### config.mk
export PLATFORM = sky130hd
export DESIGN_NAME = mem_access_unit_flat
export DESIGN_NICKNAME = d
export VERILOG_FILES = /design/src/rtl/riscv_pkg.sv /design/src/rtl/mem_access_unit_if.sv /design/src/rtl/mem_access_unit_lsu_align.sv /design/src/rtl/mem_access_unit.sv /design/src/flat_wrapper.sv
export SDC_FILE = /design/constraint.sdc
export NUM_CORES = 1
export LEC_CHECK = 0
export ABC_AREA = 1
export BUFFER_PORTS_ARGS = -buffer_cell sky130_fd_sc_hd__buf_2
export CORE_MARGIN = 8
export CORE_UTILIZATION = 30
export CTS_BUF_LIST = sky130_fd_sc_hd__clkbuf_4 sky130_fd_sc_hd__clkbuf_8
export CTS_CLUSTER_DIAMETER = 60
export DETAILED_ROUTE_END_ITERATION = 8
export PLACE_DENSITY_LB_ADDON = 0.2
export SYNTH_ARGS = -nofsm -noshare
export SYNTH_HDL_FRONTEND = slang
export SYNTH_HIERARCHICAL = 1
export SYNTH_SLANG_ARGS = --single-unit
### constraint.sdc
create_clock -name clk -period 2.6 [get_ports clk]
set_input_delay 0.52 -clock clk [delete_from_list [all_inputs] [get_ports clk]]
set_output_delay 0.52 -clock clk [all_outputs]
set_load 0.03 [all_outputs]
### src/rtl/riscv_pkg.sv
// Shared encodings for the memory stage.
//   load_type_e  : 3-bit load width/sign selector (LD_NONE = no load)
//   store_type_e : 2-bit store width selector (ST_NONE = no store)
//   mau_state_e  : memory access unit FSM states
package riscv_pkg;

    typedef enum logic [2:0] {
        LD_LB   = 3'b000,
        LD_LH   = 3'b001,
        LD_LW   = 3'b010,
        LD_LBU  = 3'b100,
        LD_LHU  = 3'b101,
        LD_NONE = 3'b111
    } load_type_e;

    typedef enum logic [1:0] {
        ST_SB   = 2'b00,
        ST_SH   = 2'b01,
        ST_SW   = 2'b10,
        ST_NONE = 2'b11
    } store_type_e;

    typedef enum logic [1:0] {
        MAU_IDLE     = 2'b00,
        MAU_REQ      = 2'b01,
        MAU_WAIT_RSP = 2'b10
    } mau_state_e;

endpackage

### src/rtl/mem_access_unit_if.sv
// Data-memory request/response bus.
//   dmem_req_valid/dmem_req_ready : request handshake
//   dmem_addr/we/be/wdata         : word-aligned request payload
//   dmem_rsp_valid/dmem_rdata     : read response (no backpressure)
// master = memory access unit, slave = memory.
interface mem_access_unit_if;
    logic        dmem_req_valid;
    logic        dmem_req_ready;
    logic [31:0] dmem_addr;
    logic        dmem_we;
    logic [3:0]  dmem_be;
    logic [31:0] dmem_wdata;
    logic        dmem_rsp_valid;
    logic [31:0] dmem_rdata;

    modport master (
        output dmem_req_valid, dmem_addr, dmem_we, dmem_be, dmem_wdata,
        input  dmem_req_ready, dmem_rsp_valid, dmem_rdata
    );

    modport slave (
        input  dmem_req_valid, dmem_addr, dmem_we, dmem_be, dmem_wdata,
        output dmem_req_ready, dmem_rsp_valid, dmem_rdata
    );
endinterface

### src/rtl/mem_access_unit_lsu_align.sv
// lsu_align: combinational alignment helper for the memory stage.
//   addr_i        : effective byte address
//   store_data_i  : raw store operand
//   rdata_i       : word returned by memory
//   is_load_i     : access is a load (else store)
//   load_type_i / store_type_i : access width/sign
//   misaligned_o  : access crosses its natural alignment
//   be_o, wdata_o : byte enables and lane-replicated store data
//   load_data_o   : extracted, sign/zero-extended load result
module lsu_align
    import riscv_pkg::*;
(
    input  logic [31:0] addr_i,
    input  logic [31:0] store_data_i,
    input  logic [31:0] rdata_i,
    input  logic        is_load_i,
    input  load_type_e  load_type_i,
    input  store_type_e store_type_i,
    output logic        misaligned_o,
    output logic [3:0]  be_o,
    output logic [31:0] wdata_o,
    output logic [31:0] load_data_o
);

    // Bring the addressed byte/halfword down to bit 0.
    logic [31:0] rdata_shifted;
    assign rdata_shifted = rdata_i >> {addr_i[1:0], 3'b000};

    always_comb begin
        misaligned_o = 1'b0;
        be_o         = 4'b1111;
        wdata_o      = store_data_i;
        if (is_load_i) begin
            case (load_type_i)
                LD_LH, LD_LHU: misaligned_o = addr_i[0];
                LD_LW:         misaligned_o = |addr_i[1:0];
                default:       misaligned_o = 1'b0;
            endcase
        end else begin
            case (store_type_i)
                ST_SB: begin
                    be_o    = 4'b0001 << addr_i[1:0];
                    wdata_o = {4{store_data_i[7:0]}};
                end
                ST_SH: begin
                    be_o         = 4'b0011 << addr_i[1:0];
                    wdata_o      = {2{store_data_i[15:0]}};
                    misaligned_o = addr_i[0];
                end
                ST_SW:   misaligned_o = |addr_i[1:0];
                default: misaligned_o = 1'b0;
            endcase
        end
    end

    always_comb begin
        load_data_o = rdata_i;
        case (load_type_i)
            LD_LB:   load_data_o = {{24{rdata_shifted[7]}}, rdata_shifted[7:0]};
            LD_LH:   load_data_o = {{16{rdata_shifted[15]}}, rdata_shifted[15:0]};
            LD_LBU:  load_data_o = {24'h0, rdata_shifted[7:0]};
            LD_LHU:  load_data_o = {16'h0, rdata_shifted[15:0]};
            default: load_data_o = rdata_i;
        endcase
    end

endmodule

### src/rtl/mem_access_unit.sv
// mem_access_unit: MEM stage. Issues loads/stores on the dmem bus, stalls
// the pipeline while an access is outstanding and registers the MEM/WB
// result.
//   clk, rst                : clock, synchronous active-high reset
//   mem_result              : ALU result / effective address
//   mem_op2_selected        : store data
//   mem_memory_write        : store request
//   mem_memory_load_type    : load selector (111 = none)
//   mem_memory_store_type   : store selector (11 = none)
//   mem_wb_load/_reg_file/_rd : WB result select, write enable, dest reg
//   dmem                    : data-memory bus (master side)
//   mem_stall               : access in flight and not finishing this cycle
//   wb_result/wb_reg_file/wb_rd : registered MEM/WB outputs
//   misalign_exc            : one-cycle misalignment flag
// Inputs are assumed held by the stalled pipeline while mem_stall is high,
// so the request payload is driven straight from them.
module mem_access_unit
    import riscv_pkg::*;
(
    input  logic        clk,
    input  logic        rst,
    input  logic [31:0] mem_result,
    input  logic [31:0] mem_op2_selected,
    input  logic        mem_memory_write,
    input  logic [2:0]  mem_memory_load_type,
    input  logic [1:0]  mem_memory_store_type,
    input  logic        mem_wb_load,
    input  logic        mem_wb_reg_file,
    input  logic [4:0]  mem_wb_rd,
    mem_access_unit_if.master dmem,
    output logic        mem_stall,
    output logic [31:0] wb_result,
    output logic        wb_reg_file,
    output logic [4:0]  wb_rd,
    output logic        misalign_exc
);

    mau_state_e  state_q, state_d;
    logic [31:0] wb_result_q;
    logic        wb_reg_file_q;
    logic [4:0]  wb_rd_q;
    logic        misalign_exc_q;

    load_type_e  load_type;
    store_type_e store_type;
    logic        is_load, is_store, mem_op;
    logic        misaligned, misalign_now;
    logic        req_valid, complete;
    logic [3:0]  be;
    logic [31:0] wdata, load_data;

    assign load_type  = load_type_e'(mem_memory_load_type);
    assign store_type = store_type_e'(mem_memory_store_type);
    assign is_load    = (load_type != LD_NONE);
    assign is_store   = mem_memory_write && (store_type != ST_NONE);
    assign mem_op     = is_load || is_store;

    lsu_align u_align (
        .addr_i       (mem_result),
        .store_data_i (mem_op2_selected),
        .rdata_i      (dmem.dmem_rdata),
        .is_load_i    (is_load),
        .load_type_i  (load_type),
        .store_type_i (store_type),
        .misaligned_o (misaligned),
        .be_o         (be),
        .wdata_o      (wdata),
        .load_data_o  (load_data)
    );

    // A misaligned op is dropped in IDLE: no request, just a flag and a bubble.
    assign misalign_now = (state_q == MAU_IDLE) && mem_op && misaligned;

    always_comb begin
        state_d   = state_q;
        req_valid = 1'b0;
        complete  = 1'b0;
        case (state_q)
            MAU_IDLE: begin
                if (mem_op && !misaligned) begin
                    req_valid = 1'b1;
                    if (dmem.dmem_req_ready) begin
                        if (is_load) state_d  = MAU_WAIT_RSP;
                        else         complete = 1'b1;
                    end else begin
                        state_d = MAU_REQ;
                    end
                end
            end
            MAU_REQ: begin
                req_valid = 1'b1;
                if (dmem.dmem_req_ready) begin
                    if (is_load) begin
                        state_d = MAU_WAIT_RSP;
                    end else begin
                        complete = 1'b1;
                        state_d  = MAU_IDLE;
                    end
                end
            end
            MAU_WAIT_RSP: begin
                if (dmem.dmem_rsp_valid) begin
                    complete = 1'b1;
                    state_d  = MAU_IDLE;
                end
            end
            default: state_d = MAU_IDLE;
        endcase
    end

    // Outside IDLE an access is always in flight; in IDLE only an aligned op.
    assign mem_stall = ((state_q != MAU_IDLE) || (mem_op && !misaligned)) && !complete;

    assign dmem.dmem_req_valid = req_valid && !rst;
    assign dmem.dmem_addr      = {mem_result[31:2], 2'b00};
    assign dmem.dmem_we        = !is_load && is_store;
    assign dmem.dmem_be        = be;
    assign dmem.dmem_wdata     = wdata;

    always_ff @(posedge clk) begin
        if (rst) begin
            state_q        <= MAU_IDLE;
            wb_result_q    <= 32'h0;
            wb_reg_file_q  <= 1'b0;
            wb_rd_q        <= 5'd0;
            misalign_exc_q <= 1'b0;
        end else begin
            state_q        <= state_d;
            misalign_exc_q <= misalign_now;
            if (mem_stall || misalign_now) begin
                // Bubble into WB; the last result is kept.
                wb_reg_file_q <= 1'b0;
                wb_rd_q       <= 5'd0;
            end else begin
                wb_result_q   <= mem_wb_load ? load_data : mem_result;
                wb_reg_file_q <= mem_wb_reg_file;
                wb_rd_q       <= mem_wb_rd;
            end
        end
    end

    assign wb_result    = wb_result_q;
    assign wb_reg_file  = wb_reg_file_q;
    assign wb_rd        = wb_rd_q;
    assign misalign_exc = misalign_exc_q;

endmodule
### src/flat_wrapper.sv
// flat-port wrapper written by rule: the top's interface ports become plain ports
module mem_access_unit_flat import riscv_pkg::*;
  (clk, rst, mem_result, mem_op2_selected, mem_memory_write, mem_memory_load_type, mem_memory_store_type, mem_wb_load, mem_wb_reg_file, mem_wb_rd, mem_stall, wb_result, wb_reg_file, wb_rd, misalign_exc, dmem_dmem_req_valid, dmem_dmem_addr, dmem_dmem_we, dmem_dmem_be, dmem_dmem_wdata, dmem_dmem_req_ready, dmem_dmem_rsp_valid, dmem_dmem_rdata);
  mem_access_unit_if dmem_i ();
  input  logic clk;
  input  logic rst;
  input  logic [31:0] mem_result;
  input  logic [31:0] mem_op2_selected;
  input  logic mem_memory_write;
  input  logic [2:0] mem_memory_load_type;
  input  logic [1:0] mem_memory_store_type;
  input  logic mem_wb_load;
  input  logic mem_wb_reg_file;
  input  logic [4:0] mem_wb_rd;
  output logic mem_stall;
  output logic [31:0] wb_result;
  output logic wb_reg_file;
  output logic [4:0] wb_rd;
  output logic misalign_exc;
  output wire logic [$bits(dmem_i.dmem_req_valid)-1:0] dmem_dmem_req_valid;
  output wire logic [$bits(dmem_i.dmem_addr)-1:0] dmem_dmem_addr;
  output wire logic [$bits(dmem_i.dmem_we)-1:0] dmem_dmem_we;
  output wire logic [$bits(dmem_i.dmem_be)-1:0] dmem_dmem_be;
  output wire logic [$bits(dmem_i.dmem_wdata)-1:0] dmem_dmem_wdata;
  input wire logic [$bits(dmem_i.dmem_req_ready)-1:0] dmem_dmem_req_ready;
  input wire logic [$bits(dmem_i.dmem_rsp_valid)-1:0] dmem_dmem_rsp_valid;
  input wire logic [$bits(dmem_i.dmem_rdata)-1:0] dmem_dmem_rdata;
  assign dmem_dmem_req_valid = dmem_i.dmem_req_valid;
  assign dmem_dmem_addr = dmem_i.dmem_addr;
  assign dmem_dmem_we = dmem_i.dmem_we;
  assign dmem_dmem_be = dmem_i.dmem_be;
  assign dmem_dmem_wdata = dmem_i.dmem_wdata;
  assign dmem_i.dmem_req_ready = dmem_dmem_req_ready;
  assign dmem_i.dmem_rsp_valid = dmem_dmem_rsp_valid;
  assign dmem_i.dmem_rdata = dmem_dmem_rdata;
  mem_access_unit u_core (.clk(clk), .rst(rst), .mem_result(mem_result), .mem_op2_selected(mem_op2_selected), .mem_memory_write(mem_memory_write), .mem_memory_load_type(mem_memory_load_type), .mem_memory_store_type(mem_memory_store_type), .mem_wb_load(mem_wb_load), .mem_wb_reg_file(mem_wb_reg_file), .mem_wb_rd(mem_wb_rd), .dmem(dmem_i), .mem_stall(mem_stall), .wb_result(wb_result), .wb_reg_file(wb_reg_file), .wb_rd(wb_rd), .misalign_exc(misalign_exc));
endmodule
==> impl_metrics.toml, run 1 <==
[status]
status = "finished clean"

[global_route]
antenna_found_initial = 0
gr-usage-all-layers_pct = 16.3
first_global_vias = 4097
grt_max_degree = 40
grt_pass1_wl_um = 21200
grt-ovfl-total = 0

[sta]
finalWorstSetupSlack_ns = 0.218
unrepaired_setup_endpoints_after_global_routing = "no"
setup_viol = 0
timing.clock.skew_ns = 0.0219
fmax_mhz = 420
finalHoldViolations = 0
tightest_slew_ns = 0.638
period_needed_ns = 2.38
finalMaxSlewViolations = 0
fin_setup_tns_ns = 0
max_slew_margin_pct = 57.3
period_share_pct = 91.6

[finish]
most-common-layout-cells = "220 x buf_2, 195 x nand2_1, 87 x nor2_1"
multi_input_area_um2 = 2160
num-nets-final = 903
area_growth_pct = 28.5
most_frequent_standard_cell_in_the_layout_excluding_fill_and_tap_cells = "buf_2"
layout-drive-gt1-share_pct = 37.7
area.sequential_um2 = 821
fillerInstances = 1367

[flow_run]
timing.max_cap.violations = 0

[logic_synthesis]
synthesis.area_um2 = 3690
synthesis.area_per_instance_um2 = 6.05
postSynthCellCount = 611
yosys.area_share.adder_pct = 1.35
synth_top_family_by_area = "simple AND/OR/NAND/NOR gates"
post_synthesis_mux_area_share_pct = 12.2
synth_sequential_area_ratio_pct = 22.2
synth_compound_area_share_pct = 6.67
ys_ff_latch = 41
ys_warn_count = 6
post_synth_and_or_nand_nor_area_fraction_pct = 37.9
post_synth_num_cell_types = 27
synth-xor-area-share_pct = 0

[worst_setup_path]
start_kind = "primary input"
crit_end = "mem_stall"
worstPathMaxFanout = 4
critical_path_required_ns = 2.08
worst_r2r_startpoint = "u_core/state_q[1]$_SDFFE_PP0P_"
timing.reg2reg.setup_slack_ns = 1.02
crit_path_end_kind = "primary output"
worst_setup_path_startpoint = "mem_memory_store_type[1]"
worst-r2r-cell-count = 10
r2r-end = "u_core/wb_result[20]$_SDFFE_PP0N_"
timing.setup.critical_path_class = "in -> out"
wp_data_arrival_ns = 1.86

[placement]
detailed_place_hpwl_um = 11000
place_ws_ns = 0.115
port_buffers = 220
routabilityCongestion = 0.815

[die]
initial_utilization_pct = 30.8
fp.dieH_um = 127
die-area_um2 = 16100
rows = 40
die_w_um = 127
design.portCount = 223
placeableCoreArea_um2 = 12000

[detailed_routing]
drt-wirelength-per-cell_um = 14.4
detail-route-antenna-nets = 0
post-route-drc-count = 0
vias = 4210
routed_wl_um = 13500
drt_pass1_iterations = 5
first_iter_violations = 207
via_per_inst = 4.50

[cts]
htree_levels = 2
cts_hold_buffers = 0
tritoncts = "done"
clock-root-buffer = "clkbuf_8"
insertion_delay_ns = 0.33
cts.repair.resized = 0
cts_post_setup_buffers_inserted = 0
tritoncts.num_buffers = 5
clk_path_buf_depth = 2
clk_transition_reported_paths_ns = 0.10
numClockSinks = 41

[pwr]
clkPwrFrac_pct = 17.8
proportion_of_power_drawn_by_combinational_gates_pct = 50.6
p_per_area_nw_per_um2 = 527
vdd.ir_drop.worst_v = 0.000273
seqPwrFrac_pct = 31.6
intPower_mw = 1.34
power.switching_fraction_pct = 46.2
power.static_leakage_nw = 2.76
p_sw_mw = 1.16

[hold_path]
min-delay-path-class = "in -> reg"
-- routing by layer --
metal	global-route usage (%)	wire [µm]
met1	19.2	5780
met2	27.8	6410
met3	5.66	1130
met4	3.99	140
met5	0	0
-- through the flow --
stage               hold WS, ns  cell area [µm²]  cells  power (mW)  utilization (%)
CTS                       0.369             4740    934        2.55             39.4
global route              0.389             4740    934        2.70             39.5
detailed placement        0.499             4650    926        2.08             38.7
floorplan                 0.589             3700    612        1.74                -
global placement          0.500             4650    926        2.08             38.7
finish                    0.392             4750    935        2.50             39.5
-- registers in the layout (all words and copies together), names as in the netlist --
register             cells
u_core/wb_reg_file       1
u_core/wb_result        32
u_core/state_q           2
u_core/wb_rd             5
u_core/misalign_exc      1
-- cell families (layout without fill, tap and decap cells) --
family	after synthesis	count (layout)
compound gates	48	48
fa+ha+maj	4	4
buf+inv	135	310
flops	41	41
mux	40	40
other cells	1	3
simple gates	342	342
-- critical path, stage by stage --
cell and delay [ns]:
buf_2 0.12, inv_1 0.08, ha_1 0.20, nand2_1 0.08, nand2_1 0.05, a21oi_1 0.12, nor2_1 0.08, inv_1 0.07
nand2_1 0.07, nand2_1 0.10, nand3_2 0.13, inv_1 0.07, buf_2 0.19
-- power by group through the flow --
stage               Combinational, mW  Sequential (mW)  Clock, mW
floorplan                       0.718             1.02          0
global placement                 1.28            0.804          0
detailed placement               1.28            0.806          0
CTS                              1.28            0.791      0.476
global route                     1.41            0.804      0.488
finish                           1.27            0.790      0.445
-- how the worst min path moves through the flow --
| stage | start | to | slack, ns | cells past startpoint |
|---|---|---|---|---|
| after CTS | mem_wb_rd[3] | u_core/wb_rd[3]$_SDFF_PP0_ | 0.37 | 3 |
| after detailed placement | u_core/wb_result[4]$_SDFFE_PP0N_ | u_core/wb_result[4]$_SDFFE_PP0N_ | 0.50 | 4 |
| final | mem_wb_rd[3] | u_core/wb_rd[3]$_SDFF_PP0_ | 0.39 | 3 |
| after global placement | u_core/wb_result[22]$_SDFFE_PP0N_ | u_core/wb_result[22]$_SDFFE_PP0N_ | 0.50 | 4 |
| after floorplan | rst | u_core/state_q[1]$_SDFFE_PP0P_ | 0.59 | 1 |
| after global routing | mem_wb_rd[3] | u_core/wb_rd[3]$_SDFF_PP0_ | 0.39 | 3 |
-- synthesized netlist by cell type --
master    number  area, µm²
nor2_4         1       11.3
clkinv_1       2       7.51
inv_1         63        236
buf_6          5       56.3
a211oi_1       1       7.51
a21oi_1       18       90.1
nor2_2         4       25.0
o211ai_1       1       7.51
inv_4          2       12.5
o21ai_0       27        135
conb_1         1       3.75
clkbuf_1       7       26.3
ha_1           4       50.1
a31oi_1        1       6.26
buf_2         13       65.1
buf_4         42        315
nand2_1      195        732
nand2_2        2       12.5
nand3_2        1       10.0
nand2_4        2       22.5
nor3_1         3       15.0
mux2_2        40        450
nor2_1        88        330
inv_2          1       3.75
dfxtp_1       41        821
nand3_1       37        185
nand4_1        9       56.3
-- area by class of cell --
type / instances / share of cell area [%]
inverter: 68 / 5.48
antenna: 1 / 0.0527
multi-input combinational: 436 / 45.5
timing repair buffer: 234 / 25.9
sequential: 41 / 17.3
tap: 147 / 3.87
clock buffer: 5 / 1.45
clock inverter: 3 / 0.369
No activity file was read; power rests on OpenSTA's default activity.
==> run 2, diff against run 1 <==
CTS_BUF_LIST = default   (was sky130_fd_sc_hd__clkbuf_4 sky130_fd_sc_hd__clkbuf_8)
==> impl_metrics.toml, run 2 (synthesized netlist as in run 1, its figures left out) <==
[sta]
finalHoldViolations = 0
setup_viol = 0
finalMaxSlewViolations = 0
period_share_pct = 91.6
period_needed_ns = 2.38
fin_setup_tns_ns = 0
tightest_slew_ns = 0.647
fmax_mhz = 420
timing.clock.skew_ns = 0.0142
unrepaired_setup_endpoints_after_global_routing = "no"
max_slew_margin_pct = 56.7

[hold_path]
worst_hold_path.num_cells = 3
hold_start = "mem_wb_rd[3]"
min-delay-path-class = "in -> reg"
hold_path_end = "u_core/wb_rd[3]$_SDFF_PP0_"

[detailed_routing]
vias = 4259
drt_pass1_iterations = 5
drt-wirelength-per-cell_um = 14.4
detail-route-antenna-nets = 0
routed_wl_um = 13500
first_iter_violations = 205
post-route-drc-count = 0
via_per_inst = 4.56

[flow_run]
timing.max_cap.violations = 0

[pwr]
power.total_mw = 2.69
power.static_leakage_nw = 2.78
vdd.ir_drop.worst_v = 0.000285
p_per_area_nw_per_um2 = 559

[status]
status = "finished clean"

[global_route]
gr-usage-all-layers_pct = 16.4
first_global_vias = 4101
grt_pass1_wl_um = 21200
antenna_found_initial = 0
grt-ovfl-total = 0
grt_max_degree = 40

[finish]
final_standard_cell_count_with_taps_included_and_fillers_excluded = 934
largest_register_ffs = 32
most_frequent_standard_cell_in_the_layout_excluding_fill_and_tap_cells = "buf_2"
fin_util_pct = 40.0
layout-drive-gt1-share_pct = 37.7
area_growth_pct = 29.9
n_antenna_cell = 0
most-common-layout-cells = "220 x buf_2, 195 x nand2_1, 87 x nor2_1"
finalInstanceArea_um2 = 4800
num-nets-final = 903

[placement]
post_dp_cell_area_um2 = 4650
port_buffers = 220
routabilityCongestion = 0.815
detailed_place_hpwl_um = 11000
post-place-cells = 926

[die]
fp.dieH_um = 127
die_w_um = 127
initial_utilization_pct = 30.8
rows = 40
die-area_um2 = 16100
placeableCoreArea_um2 = 12000
design.portCount = 223

[worst_setup_path]
worstPathMaxFanout = 4
timing.setup.critical_path_class = "in -> out"
start_kind = "primary input"
crit_path_end_kind = "primary output"
worst_r2r_startpoint = "u_core/state_q[1]$_SDFFE_PP0P_"
r2r-end = "u_core/wb_result[20]$_SDFFE_PP0N_"
timing.reg2reg.setup_slack_ns = 1.01
critical_path_required_ns = 2.08
wp_data_arrival_ns = 1.86
worst-r2r-cell-count = 10

[cts]
tritoncts.num_buffers = 5
cts_hold_buffers = 0
clock-root-buffer = "clkbuf_16"
insertion_delay_ns = 0.30
clk_transition_reported_paths_ns = 0.07
numClockSinks = 41
tritoncts = "done"
clk_path_buf_depth = 2
htree_levels = 2
-- run 2: per-layer routing --
metal / part of all wire [%] / routed length, µm / track usage (%) / vias up
met2: 48 / 6400 / 27.8 / 145
met4: 1.3 / 171 / 4.62 / 0
li1: - / - / - / 2207
met5: 0 / 0 / 0 / -
met3: 8.6 / 1160 / 5.78 / 13
met1: 43 / 5740 / 19.2 / 1894
-- run 2: final cells by class --
cell class | count | area [µm²]
multi-input cells | 436 | 2160
clock buffers | 5 | 125
fillers | 1364 | 7210
flip-flops and latches | 41 | 821
inverters | 68 | 260
repair buffers | 234 | 1230
well taps | 147 | 184
clock inverters | 3 | 17.5
-- run 2: report_power, final --
group / internal [mW] / switching, mW / total, mW
Combinational: 0.419 / 0.847 / 1.27
Sequential: 0.741 / 0.0498 / 0.790
Clock: 0.352 / 0.277 / 0.629
-- run 2: what timing repair did --
action                                  in CTS  in global routing
buffers inserted                             0                  0
endpoints found under the setup margin       0                  3
resized for setup                            0                  2
-- run 2: worst max path at each step --
stage / startpoint / endpoint / slack, ns / cells after the start
floorplan: mem_memory_store_type[0] / dmem_dmem_wdata[10] / 0.03 / 8
global placement: mem_memory_load_type[2] / dmem_dmem_wdata[8] / 0.14 / 7
detailed placement: mem_memory_load_type[2] / dmem_dmem_wdata[8] / 0.11 / 7
CTS: mem_memory_load_type[2] / dmem_dmem_wdata[8] / 0.11 / 7
global route: mem_memory_store_type[1] / mem_stall / 0.02 / 13
finish: mem_memory_store_type[1] / mem_stall / 0.22 / 13
-- run 2: per-stage QoR --
step	setup slack [ns]	hold WS [ns]
floorplan	0.0331	0.589
global placement	0.140	0.500
detailed placement	0.115	0.499
CTS	0.114	0.409
global route	0.0236	0.427
finish	0.218	0.425
-- run 2: critical path: stages --
cell and delay (ns):
buf_2 0.12, inv_1 0.08, ha_1 0.20, nand2_1 0.08, nand2_1 0.05, a21oi_1 0.12, nor2_1 0.08, inv_1 0.07
nand2_1 0.07, nand2_1 0.10, nand3_2 0.13, inv_1 0.07, buf_2 0.19
==> run 3, diff against run 2 <==
CORE_UTILIZATION = 44   (was 30)
PLACE_DENSITY = 0.83   (was default)
PLACE_DENSITY_LB_ADDON = default   (was 0.2)
SLEW_MARGIN = 40   (was default)
==> impl_metrics.toml, run 3 (synthesized netlist as in run 1, its figures left out) <==
[worst_setup_path]
critical_path_buf_inv_count = 5
crit_path_end_kind = "primary output"
worst_path_dominant_cell_family = "buffers and inverters"
cell_mode_on_critical_path = "nand2_1"
timing.critical_path.cells = "buf_2, inv_1, ha_1, nand2_1, nand2_1, a21oi_1, nor2_1, inv_1, nand2_1, nand2_1, nand3_2, inv_1, buf_2"
start_kind = "primary input"
worst-r2r-cell-count = 10
r2r-end = "u_core/wb_result[28]$_SDFFE_PP0N_"
worst_path_largest_cell_delay_ns = 0.20
wp_data_arrival_ns = 1.87
critical_path_required_ns = 2.08
worst_r2r_startpoint = "u_core/state_q[1]$_SDFFE_PP0P_"
timing.reg2reg.setup_slack_ns = 0.99
cp_slowest_cell = "ha_1"
timing.setup.critical_path_class = "in -> out"
worstPathMaxFanout = 4

[global_route]
grt-ovfl-total = 0
first_global_vias = 4222
grt_pass1_wl_um = 20200
gr-usage-all-layers_pct = 21.3
grt_max_degree = 40
antenna_found_initial = 1

[finish]
finalInstanceArea_um2 = 4710
final_standard_cell_count_with_taps_included_and_fillers_excluded = 892
layout-drive-gt1-share_pct = 37.6
num-nets-final = 903
most-common-layout-cells = "219 x buf_2, 195 x nand2_1, 88 x nor2_1"
n_antenna_cell = 0
largest_register_ffs = 32
area_growth_pct = 27.4
fillerInstances = 824
fin_util_pct = 57.6
most_frequent_standard_cell_in_the_layout_excluding_fill_and_tap_cells = "buf_2"

[placement]
post-place-cells = 884
routabilityCongestion = 0.859
port_buffers = 220
post_dp_cell_area_um2 = 4590
detailed_place_hpwl_um = 10600
place_ws_ns = 0.132

[pwr]
power.total_mw = 2.59
seqPwrFrac_pct = 30.5
proportion_of_power_drawn_by_combinational_gates_pct = 48.8
p_per_area_nw_per_um2 = 551
power.switching_fraction_pct = 44.3
clkPwrFrac_pct = 20.7
power.static_leakage_nw = 2.77
p_sw_mw = 1.15
intPower_mw = 1.44
vdd.ir_drop.worst_v = 0.000392

[hold_path]
min-delay-path-class = "in -> reg"
hold_start = "mem_wb_rd[4]"
hold_path_end = "u_core/wb_rd[4]$_SDFF_PP0_"
worst_hold_path.num_cells = 3

[cts]
cts_hold_buffers = 0
htree_levels = 2
tritoncts.num_buffers = 5
clk_transition_reported_paths_ns = 0.09
numClockSinks = 41
clock-root-buffer = "clkbuf_8"
insertion_delay_ns = 0.31
tritoncts = "done"
clk_path_buf_depth = 2

[die]
fp.dieH_um = 108
placeableCoreArea_um2 = 8180
die-area_um2 = 11600
design.portCount = 223
initial_utilization_pct = 45.2
die_w_um = 108
rows = 33

[sta]
unrepaired_setup_endpoints_after_global_routing = "no"
fmax_mhz = 418
finalWorstSetupSlack_ns = 0.208
hold_slack_ns = 0.422
fin_setup_tns_ns = 0
tightest_slew_ns = 0.549
timing.clock.skew_ns = 0.0101
period_needed_ns = 2.39
finalMaxSlewViolations = 0
period_share_pct = 92.0
setup_viol = 0
max_slew_margin_pct = 63.3
finalHoldViolations = 0

[flow_run]
timing.max_cap.violations = 0

[detailed_routing]
via_per_inst = 4.91
detail-route-antenna-nets = 0
drt_pass1_iterations = 6
post-route-drc-count = 0
routed_wl_um = 12700
vias = 4383
drt-wirelength-per-cell_um = 14.3
first_iter_violations = 278

[status]
status = "finished clean"
run 3: cell types whose count changed in the layout (fill, tap and decap cells not counted), sizes merged:
cell and change:
clkinvlp -1, clkbuf +1, bufinv +1, inv +1, clkinv -1, buf -1
run 3: worst max-delay path by stage:
stage | from | to | slack, ns | depth (start not counted)
4_1_cts | mem_memory_load_type[2] | dmem_dmem_wdata[21] | 0.12 | 5
3_5_place_dp | mem_memory_load_type[2] | dmem_dmem_wdata[21] | 0.13 | 5
5_1_grt | mem_result[0] | mem_stall | 0.03 | 11
6_report | mem_memory_store_type[1] | mem_stall | 0.21 | 13
3_3_place_gp | mem_memory_load_type[2] | dmem_dmem_wdata[17] | 0.19 | 5
2_1_floorplan | mem_memory_store_type[0] | dmem_dmem_wdata[10] | 0.03 | 8
run 3: worst register-to-register path: stages (launching register included):
cell and delay, ns:
dfxtp_1 0.36, nor2_2 0.17, nand2_1 0.10, nor2_2 0.12
nand3_1 0.10, nand3_2 0.12, nand2_4 0.13, buf_12 0.20
nand2_1 0.08, nand2_1 0.04, nor2_1 0.10
run 3: routing by layer:
layer,track usage [%],share of wire (%)
met5,0,0.094
met4,3.87,1.0
met3,6.65,11
met2,39.3,49
met1,23.2,39
run 3: timing repair:
action	in CTS	in global routing
setup endpoints to repair	0	2
resized for setup	0	2
buffers inserted	0	0
run 3: layout make-up:
cell class                 count  area (µm²)  area share (%)
tap                          105         131            2.79
clock buffer                   5        68.8            1.46
multi-input combinational    436        2160            45.9
clock inverter                 3        43.8           0.931
sequential                    41         821            17.4
timing repair buffer         234        1220            26.0
inverter                      68         260            5.53
run 3: power groups by stage:
stage	Sequential, mW	Clock (mW)	Combinational [mW]
finish	0.791	0.538	1.26
global route	0.806	0.586	1.39
CTS	0.792	0.549	1.27
detailed placement	0.805	0	1.26
global placement	0.802	0	1.25
floorplan	1.02	0	0.718
